**src/rtl/block_sync_66.sv**
```systemverilog
// 10GBASE-R block lock engine: hunts for 66-bit alignment via gearbox slips and reports block lock.
// Optional high-BER monitor is compiled in with `define BLOCK_SYNC_HIBER_EN.
module block_sync_66 #(
    parameter int LOCK_CNT     = 64,
    parameter int INVALID_MAX  = 16,
    parameter int SLIP_WAIT    = 32,
    parameter int HIBER_WINDOW = 40283,
    parameter int HIBER_THRESH = 16
) (
    input  logic       clk_i,
    input  logic       rst_i,
    input  logic [1:0] head_i,
    input  logic       head_valid_i,
    output logic       slip_o,
    output logic       block_lock_o,
    output logic       hi_ber_o
);

    localparam int SH_W   = $clog2(LOCK_CNT + 1);
    localparam int INV_W  = $clog2(INVALID_MAX + 1);
    localparam int WAIT_W = $clog2(SLIP_WAIT + 1);

    localparam logic [SH_W-1:0]   SH_LAST   = SH_W'(LOCK_CNT - 1);
    localparam logic [SH_W-1:0]   SH_ONE    = SH_W'(1);
    localparam logic [INV_W-1:0]  INV_LAST  = INV_W'(INVALID_MAX - 1);
    localparam logic [INV_W-1:0]  INV_ONE   = INV_W'(1);
    localparam logic [WAIT_W-1:0] WAIT_LAST = WAIT_W'(SLIP_WAIT - 1);
    localparam logic [WAIT_W-1:0] WAIT_ONE  = WAIT_W'(1);

    typedef enum logic [1:0] {
        RESET_CNT,
        TEST,
        SLIP,
        WAIT
    } state_t;

    state_t state, state_nxt;

    logic [SH_W-1:0]   sh_cnt, sh_cnt_nxt;
    logic [INV_W-1:0]  inv_cnt, inv_cnt_nxt;
    logic [WAIT_W-1:0] wait_cnt, wait_cnt_nxt;
    logic              slip_nxt;
    logic              lock_nxt;
    logic              head_bad;
    logic              slip_req;
    logic              window_done;

    assign head_bad = (head_i == 2'b00) || (head_i == 2'b11);

    // An invalid header slips at once while hunting; once locked it takes INVALID_MAX per window.
    assign slip_req    = head_bad && (!block_lock_o || (inv_cnt == INV_LAST));
    assign window_done = (sh_cnt == SH_LAST);

    always_ff @(posedge clk_i) begin
        if (rst_i) begin
            state        <= RESET_CNT;
            sh_cnt       <= '0;
            inv_cnt      <= '0;
            wait_cnt     <= '0;
            slip_o       <= 1'b0;
            block_lock_o <= 1'b0;
        end else begin
            state        <= state_nxt;
            sh_cnt       <= sh_cnt_nxt;
            inv_cnt      <= inv_cnt_nxt;
            wait_cnt     <= wait_cnt_nxt;
            slip_o       <= slip_nxt;
            block_lock_o <= lock_nxt;
        end
    end

    always_comb begin
        state_nxt    = state;
        sh_cnt_nxt   = sh_cnt;
        inv_cnt_nxt  = inv_cnt;
        wait_cnt_nxt = wait_cnt;
        case (state)
            RESET_CNT: begin
                sh_cnt_nxt  = '0;
                inv_cnt_nxt = '0;
                state_nxt   = TEST;
            end
            TEST: begin
                if (head_valid_i) begin
                    sh_cnt_nxt = sh_cnt + SH_ONE;
                    if (head_bad) begin
                        inv_cnt_nxt = inv_cnt + INV_ONE;
                    end
                    if (slip_req) begin
                        state_nxt = SLIP;
                    end else if (window_done) begin
                        state_nxt = RESET_CNT;
                    end
                end
            end
            SLIP: begin
                wait_cnt_nxt = '0;
                state_nxt    = WAIT;
            end
            WAIT: begin
                // Header values are meaningless until the gearbox has realigned.
                if (head_valid_i) begin
                    wait_cnt_nxt = wait_cnt + WAIT_ONE;
                    if (wait_cnt == WAIT_LAST) begin
                        state_nxt = RESET_CNT;
                    end
                end
            end
            default: state_nxt = RESET_CNT;
        endcase
    end

    always_comb begin
        slip_nxt = (state_nxt == SLIP);
        lock_nxt = block_lock_o;
        if (state_nxt == SLIP) begin
            lock_nxt = 1'b0;
        end else if ((state == TEST) && head_valid_i && window_done &&
                     (inv_cnt == '0) && !head_bad) begin
            lock_nxt = 1'b1;
        end
    end

`ifdef BLOCK_SYNC_HIBER_EN
    localparam int WIN_W = (HIBER_WINDOW > 1) ? $clog2(HIBER_WINDOW) : 1;
    localparam int BER_W = $clog2(HIBER_THRESH + 1);

    localparam logic [WIN_W-1:0] WIN_LAST   = WIN_W'(HIBER_WINDOW - 1);
    localparam logic [WIN_W-1:0] WIN_ONE    = WIN_W'(1);
    localparam logic [BER_W-1:0] BER_THRESH = BER_W'(HIBER_THRESH);
    localparam logic [BER_W-1:0] BER_ONE    = BER_W'(1);

    logic [WIN_W-1:0] win_cnt;
    logic [BER_W-1:0] ber_cnt;
    logic             ber_hit;
    logic             win_end;

    assign ber_hit = head_valid_i && head_bad && (state != WAIT);
    assign win_end = (win_cnt == WIN_LAST);

    // A header landing on the window-end cycle belongs to the window that starts next.
    always_ff @(posedge clk_i) begin
        if (rst_i) begin
            win_cnt  <= '0;
            ber_cnt  <= '0;
            hi_ber_o <= 1'b0;
        end else begin
            win_cnt <= win_end ? '0 : (win_cnt + WIN_ONE);
            if (win_end) begin
                hi_ber_o <= (ber_cnt >= BER_THRESH);
                ber_cnt  <= ber_hit ? BER_ONE : '0;
            end else if (ber_hit && (ber_cnt != BER_THRESH)) begin
                ber_cnt <= ber_cnt + BER_ONE;
            end
        end
    end
`else
    // BER monitor compiled out; the parameters stay so instantiations remain portable.
    assign hi_ber_o = (HIBER_WINDOW < 0) && (HIBER_THRESH < 0);
`endif

endmodule
```
**config.mk**
```make
export PLATFORM = sky130hd
export DESIGN_NAME = block_sync_66
export DESIGN_NICKNAME = d
export VERILOG_FILES = /design/src/rtl/block_sync_66.sv
export SDC_FILE = /design/constraint.sdc
export NUM_CORES = 1
export LEC_CHECK = 0
export CAP_MARGIN = 25
export CORE_UTILIZATION = 51
export CTS_BUF_LIST = sky130_fd_sc_hd__clkbuf_4 sky130_fd_sc_hd__clkbuf_8 sky130_fd_sc_hd__clkbuf_16
export DETAILED_ROUTE_END_ITERATION = 8
export HOLD_SLACK_MARGIN = 0.15
export PLACE_DENSITY = 0.73
export SLEW_MARGIN = 25
export SYNTH_ARGS = -nofsm -noshare
export SYNTH_HDL_FRONTEND = slang
export SYNTH_SLANG_ARGS = --single-unit
```
**constraint.sdc**
```tcl
create_clock -name clk_i -period 1.5 [get_ports clk_i]
set_input_delay 0.45 -clock clk_i [delete_from_list [all_inputs] [get_ports clk_i]]
set_output_delay 0.45 -clock clk_i [all_outputs]
set_load 0.005 [all_outputs]
```
==> key figures, run 1 <==
Place
  • DP HPWL: about 2.0 mm
  • Placed Instance Area: 1381 µm²
  • # port buffers: 6
  • RePlAce Congestion: roughly 0.9
  • Inst Count DP: 185

Logic synthesis
  • Syn avg cell area: between 8 and 9 µm²
  • Post-synth top area cell: dfxtp_1
  • Synth Warn #: 0
  • Register area share after synthesis: between 30% and 40%
  • Post-synthesis cell type count: between 40 and 50
  • Synth top area share: 37.37%
  • Mapped Nets: about 150
  • Dominant cells by area after synthesis: dfxtp_1, a21oi_1, ha_1
  • Cell Area, Synth: 1179 µm²
  • Post-Synthesis Cells: roughly 140
  • Yosys reg bits: 22

STA
  • Max-slew violation count: 0
  • Final Skew: ~0.015 ns
  • Final period util: about 95%
  • Final-report hold violation count: 0
  • RSZ-0062 raised after global routing: no
  • Fin Hold WS: 0.4836 ns
  • Final setup vio count: 0
  • F_max: approximately 0.70 GHz
  • Setup TNS Final: 0 ns
  • Post-route minimum period: between 1 and 1.5 ns

Cells and area
  • Design area: between 1000 and 1500 µm²
  • Layout cells sized above 1: around 25%
  • Area grow syn2layout: 23.89%
  • Fillers: 193
  • N_diodes: 0
  • Net count, final: ~170
  • Final std cells w/o fill: 190

Power and ir drop
  • Switch share: about a quarter
  • Int Pwr: ~800 µW
  • Clk pwr share: between 30% and 40%
  • Pwr Density: 752.8 nW/µm²
  • Tot Pwr: between 1 and 1.5 mW
  • Psw: 283.8 µW
  • VDD IR max: 0.0005186 V
  • Comb power frac: ~15%
  • Static leakage: 0.5298 nW
  • Reg power frac: a little under three fifths

Routing
  • Initial DRC Count: 21
  • Post-route ant nets: 0
  • Routed WL: between 2 and 3 mm
  • WL/cell: approximately 14 µm
  • Drt pass-1 iters: 4
  • DR vias: approximately 1.1k
  • Vias per std cell: around 6
  • DRC Markers: 0

Clock tree
  • CTS tree: done
  • Clk slew on worst S/H paths: between 0.1 and 0.15 ns
  • Hold Buf Count CTS: 0
  • Max H-tree Level: 1
  • Longest Clk Path Bufs: 2
  • Root Driver: clkbuf_4
  • Num CTS Buffers: 3
  • Clk_lat worst skew: between 0.3 and 0.4 ns
  • CTS sink count: 22

Hold path
  • Worst Hold Depth: 2
  • Hold Path Class: flop to flop

Job
  • # Max-Cap Violations: 0

Critical path
  • Slowest-stage cell, CP: dfxtp_2
  • Worst setup EP type: flop
  • CP most frequent cell: ha_4
  • Worst Path Buf+Inv: 0
  • Crit path max fanout: 2
  • Arrival time at the worst endpoint: 1.68 ns
  • Cell count along the critical path: 5
  • Worst Path Required: approximately 1.8 ns
  • Critical path cell sequence: ha_4 > and3_4 > ha_4 > or3_1 > a21oi_1
  • Kind of cell adding the most delay to the critical path: simple AND/OR/NAND/NOR gates
  • Reg2reg path depth: 5
  • Setup Crit Path Kind: flop to flop
  • Crit-path max cell delay: around 0.36 ns
  • Critical Path Source Type: flop

Die
  • Initial Util: 53.80%
  • Die area: between 2000 and 3000 µm²
  • Core ar.: between 2000 and 2500 µm²
  • Ports: 8
  • Die height: between 50 and 60 µm
  • Cell Rows: 17
  • Die span in x: 50.08 µm

Global route
  • Grt ovf: 0
  • Initial antenna violation count: 0
  • GRT Overall Usage: roughly a quarter
  • Largest net degree at the start of global routing: 13
  • Vias in the first global route: 1019
  • Global-route wire length before repair: 4.436 mm

Run status
  • Status: completed
cells by family (layout without fill, tap and decap cells):
kind of cell	count (synthesis)	after routing	synth area share (%)
flops	22	22	37.37
fa+ha+maj	5	5	5.308
buf+inv	17	41	7.432
xor+xnor	2	2	1.486
compound gates	44	44	24.10
other cells	1	1	0.3182
simple gates	46	46	23.14
mux	1	1	0.8493
worst reg2reg max path: stages (launching register included):
cell and delay [ns]:
dfxtp_2 0.36, ha_4 0.15, and3_4 0.18, ha_4 0.20
or3_1 0.33, a21oi_1 0.14
layout make-up:
cell class	instances	area (µm²)	share of cell area (%)
inverters	8	30.03	2.057
well taps	28	35.03	2.399
multi-input cells	99	690.7	47.30
flip-flops and latches	22	445.4	30.51
clock buffers	4	36.28	2.485
repair buffers	29	222.7	15.25
worst paths after layout:
check             startpoint    endpoint  slack, ns
setup / recovery  inv_cnt[0]  inv_cnt[4]       0.08
hold reg to reg    sh_cnt[4]   sh_cnt[4]       0.48
setup reg to reg  inv_cnt[0]  inv_cnt[4]       0.08
hold / removal     sh_cnt[4]   sh_cnt[4]       0.48
Yosys cell counts, drive strengths merged:
library cell   n
dfxtp         22
a21oi         15
nand2          9
o21ai          9
inv            8
buf            7
nand3          6
or4            6
ha             5
nand2b         4
nand4          4
o211ai         4
o31ai          3
or2            3
a211oi         2
clkbuf         2
nand4b         2
nor3           2
o311a          2
o41ai          2
or3            2
a211o          1
a21boi         1
a31oi          1
a32o           1
a41o           1
and3           1
and3b          1
and4           1
conb           1
mux2i          1
nand3b         1
nor2           1
nor2b          1
nor3b          1
nor4           1
o21a           1
o311ai         1
xnor2          1
xor2           1
placed cells by master (no fill, tap or decap), drive strengths merged, types with 2 or more instances in the layout:
| master | instances |
|---|---|
| o21ai | 9 |
| nand4b | 2 |
| dfxtp | 22 |
| or3 | 2 |
| clkbuf | 5 |
| nor3 | 2 |
| a21oi | 15 |
| nand2b | 4 |
| ha | 5 |
| dlygate4sd2 | 4 |
| o31ai | 3 |
| or4 | 6 |
| o41ai | 2 |
| nand4 | 4 |
| o211ai | 4 |
| nand3 | 6 |
| inv | 8 |
| buf | 23 |
| or2 | 3 |
| nand2 | 9 |
| a211oi | 2 |
| o311a | 2 |
layer usage:
metal	up-vias	part of all wire, %	global-route usage (%)
li1	563	-	-
met1	550	48	32.77
met2	22	48	34.89
met3	4	2.7	2.778
met4	0	1.4	11.43
met5	-	0	0
sequential cells by signal (all words and copies together), names as in the netlist:
register,count
sh_cnt,7
wait_cnt,6
inv_cnt,5
block_lock_o,1
state,2
slip_o,1
power groups by stage:
stage / combinational (mW) / clock [mW] / sequential, mW
final: 0.162 / 0.332 / 0.606
after CTS: 0.157 / 0.327 / 0.604
after detailed placement: 0.157 / 0 / 0.616
after floorplan: 0.0885 / 0 / 0.613
after global placement: 0.155 / 0 / 0.616
after global routing: 0.174 / 0.350 / 0.608
metrics by stage:
stage | setup WS (ns) | utilization, %
after floorplan | 0.01627 | -
after global placement | -0.4544 | 63.05
after detailed placement | -0.4934 | 63.05
after CTS | 0.00002764 | 65.62
after global routing | 0.01627 | 66.65
final | 0.07911 | 66.65
timing repair:
action | 4_1_cts | 5_1_grt
setup endpoints to repair | 22 | 6
buffers inserted | 1 | 0
pin swaps | 2 | 3
hold endpoints to repair | 0 | 0
resized for setup | 11 | 6
Power figures use the tool's default switching activity.
==> inputs of run 2 (changes only) <==
--- a/config.mk
+++ b/config.mk
@@ -6,11 +6,13 @@
 export NUM_CORES = 1
 export LEC_CHECK = 0
 export CAP_MARGIN = 25
-export CORE_UTILIZATION = 51
+export CELL_PAD_IN_SITES_DETAIL_PLACEMENT = 1
+export CELL_PAD_IN_SITES_GLOBAL_PLACEMENT = 2
+export CORE_UTILIZATION = 31
 export CTS_BUF_LIST = sky130_fd_sc_hd__clkbuf_4 sky130_fd_sc_hd__clkbuf_8 sky130_fd_sc_hd__clkbuf_16
 export DETAILED_ROUTE_END_ITERATION = 8
 export HOLD_SLACK_MARGIN = 0.15
-export PLACE_DENSITY = 0.73
+export PLACE_DENSITY_LB_ADDON = 0.1
 export SLEW_MARGIN = 25
 export SYNTH_ARGS = -nofsm -noshare
 export SYNTH_HDL_FRONTEND = slang
==> key figures, run 2 (synthesis results as in run 1) <==
Power and ir drop
  • Tot Pwr: 1.228 mW (was 1.099 mW)
  • VDD IR max: 0.0003685 V (was 0.0005186 V)
  • Static leakage: 0.5461 nW (was 0.5298 nW)
  • Pwr Density: 803.9 nW/µm² (was 752.8 nW/µm²)

Routing
  • DRC Markers: 0 (unchanged)
  • DR vias: 1125 (was 1139)
  • Initial DRC Count: 43 (was 21)
  • Drt pass-1 iters: 4 (unchanged)
  • Post-route ant nets: 0 (unchanged)
  • Routed WL: 3.244 mm (was 2.750 mm)
  • WL/cell: 15.30 µm (was 14.47 µm)
  • Vias per std cell: 5.307 (was 5.995)

Critical path
  • Worst Path Required: 1.66 ns (was 1.76 ns)
  • Worst setup EP type: flop (unchanged)
  • Setup Crit Path Kind: primary input to flop (was flop to flop)
  • Arrival time at the worst endpoint: 1.58 ns (was 1.68 ns)
  • Crit path max fanout: 5 (was 2)
  • Reg2reg path depth: 5 (unchanged)
  • Critical Path Source Type: primary input (was flop)

Cells and area
  • Final std cells w/o fill: 212 (was 190)
  • Multi-input gate area: 694.4 µm² (was 690.7 µm²)
  • Util after Layout: 41.73% (was 66.65%)
  • Area grow syn2layout: 29.62% (was 23.89%)
  • Commonest non-fill, non-tap cells in the layout: buf_4, dfxtp_1, a21oi_1 (unchanged)
  • N_diodes: 0 (unchanged)
  • Commonest non-fill, non-tap cell in the layout: buf_4 (unchanged)
  • Reg with most FFs: sh_cnt (unchanged)
  • Net count, final: 175 (was 173)
  • Layout cells sized above 1: 26.22% (was 25.31%)
  • Flip-flop count of the largest register after layout: 7 (unchanged)
  • Design area: 1528 µm² (was 1460 µm²)
  • Fillers: 433 (was 193)
  • Largest regs: sh_cnt: 7 flops, wait_cnt: 6 flops, inv_cnt: 5 flops (unchanged)
  • Reg area: 445.4 µm² (unchanged)

Hold path
  • Worst Hold Depth: 2 (unchanged)
  • Hold Path Class: flop to flop (unchanged)

Clock tree
  • Clk slew on worst S/H paths: 0.09 ns (was 0.13 ns)
  • Clk_lat worst skew: 0.27 ns (was 0.31 ns)
  • Root Driver: clkbuf_8 (was clkbuf_4)
  • Max H-tree Level: 1 (unchanged)
  • CTS sink count: 22 (unchanged)
  • Longest Clk Path Bufs: 2 (unchanged)
  • CTS tree: done (unchanged)
  • Hold Buf Count CTS: 0 (unchanged)
  • Num CTS Buffers: 3 (unchanged)

Global route
  • Grt met1 use: 23.59% (was 32.77%)
  • Largest net degree at the start of global routing: 13 (unchanged)
  • Grt ovf: 0 (unchanged)
  • Vias in the first global route: 1189 (was 1019)
  • Met3 global-route usage: 2.717% (was 2.778%)
  • Initial antenna violation count: 0 (unchanged)
  • Gr busiest metal: met2 (unchanged)
  • Met2 Track Usage GR: 29.92% (was 34.89%)
  • GRT Overall Usage: 18.25% (was 23.38%)
  • Global-route wire length before repair: 5.664 mm (was 4.436 mm)

STA
  • Final-report hold violation count: 0 (unchanged)
  • Final setup margin: 0.08475 ns (was 0.07911 ns)
  • Setup TNS Final: 0 ns (unchanged)
  • Final Skew: 0.001451 ns (was 0.01467 ns)
  • Max-slew violation count: 0 (unchanged)
  • F_max: 0.7066 GHz (was 0.7038 GHz)
  • RSZ-0062 raised after global routing: no (unchanged)
  • Post-route minimum period: 1.415 ns (was 1.421 ns)
  • Final period util: 94.35% (was 94.73%)
  • Fin Hold WS: 0.4933 ns (was 0.4836 ns)
  • Final setup vio count: 0 (unchanged)

Die
  • Die span in x: 63.66 µm (was 50.08 µm)
  • Die height: 63.66 µm (was 50.08 µm)
  • Initial Util: 32.19% (was 53.80%)
  • Core ar.: 3661 µm² (was 2191 µm²)
  • Cell Rows: 22 (was 17)
  • Die area: 4053 µm² (was 2508 µm²)
  • Ports: 8 (unchanged)

Place
  • Inst Count DP: 207 (was 185)
  • DP HPWL: 2.482 mm (was 2.041 mm)
  • RePlAce Congestion: 0.7780 (was 0.8974)
  • Placed Instance Area: 1421 µm² (was 1381 µm²)
  • # port buffers: 6 (unchanged)
  • Dpl ws: -0.4672 ns (was -0.4934 ns)

Run status
  • Status: completed (unchanged)

Job
  • # Max-Cap Violations: 0 (unchanged)
-- run 2: report_power, final --
part	internal [mW]	total, mW	switching (mW)
Clock	0.235	0.455	0.220
Combinational	0.0766	0.167	0.0899
Sequential	0.594	0.606	0.0128
Total	0.905	1.23	0.323
-- run 2: layer usage --
| layer | vias up | part of all wire, % |
|---|---|---|
| met4 | 0 | 1.7 |
| li1 | 566 | - |
| met5 | - | 0 |
| met3 | 5 | 1.4 |
| met1 | 543 | 51 |
| met2 | 11 | 46 |
-- run 2: repair_timing --
action,4_1_cts,5_1_grt
cloned,0,0
hold endpoints to repair,0,0
setup endpoints to repair,23,8
pin swaps,1,3
gates resized for setup,10,7
buffers inserted,1,0
-- run 2: critical path, stage by stage --
cell and delay (ns):
dlygate4sd2_1 0.27, xnor2_1 0.40, a21oi_1 0.14, o311a_1 0.32
-- run 2: final timing paths --
| kind | slack (ns) | startpoint | to |
|---|---|---|---|
| worst max-delay path | 0.08 | head_i[1] | inv_cnt[0] |
| worst min-delay path | 0.49 | sh_cnt[4] | sh_cnt[4] |
| worst min register to register | 0.49 | sh_cnt[4] | sh_cnt[4] |
| worst max register to register | 0.08 | inv_cnt[1] | inv_cnt[4] |
-- run 2: cell type report --
cell class	instances	share of cell area, %
clock buffers	4	3.604
well taps	48	3.931
multi-input cells	99	45.45
repair buffers	31	15.89
inverters	8	1.966
flip-flops and latches	22	29.16
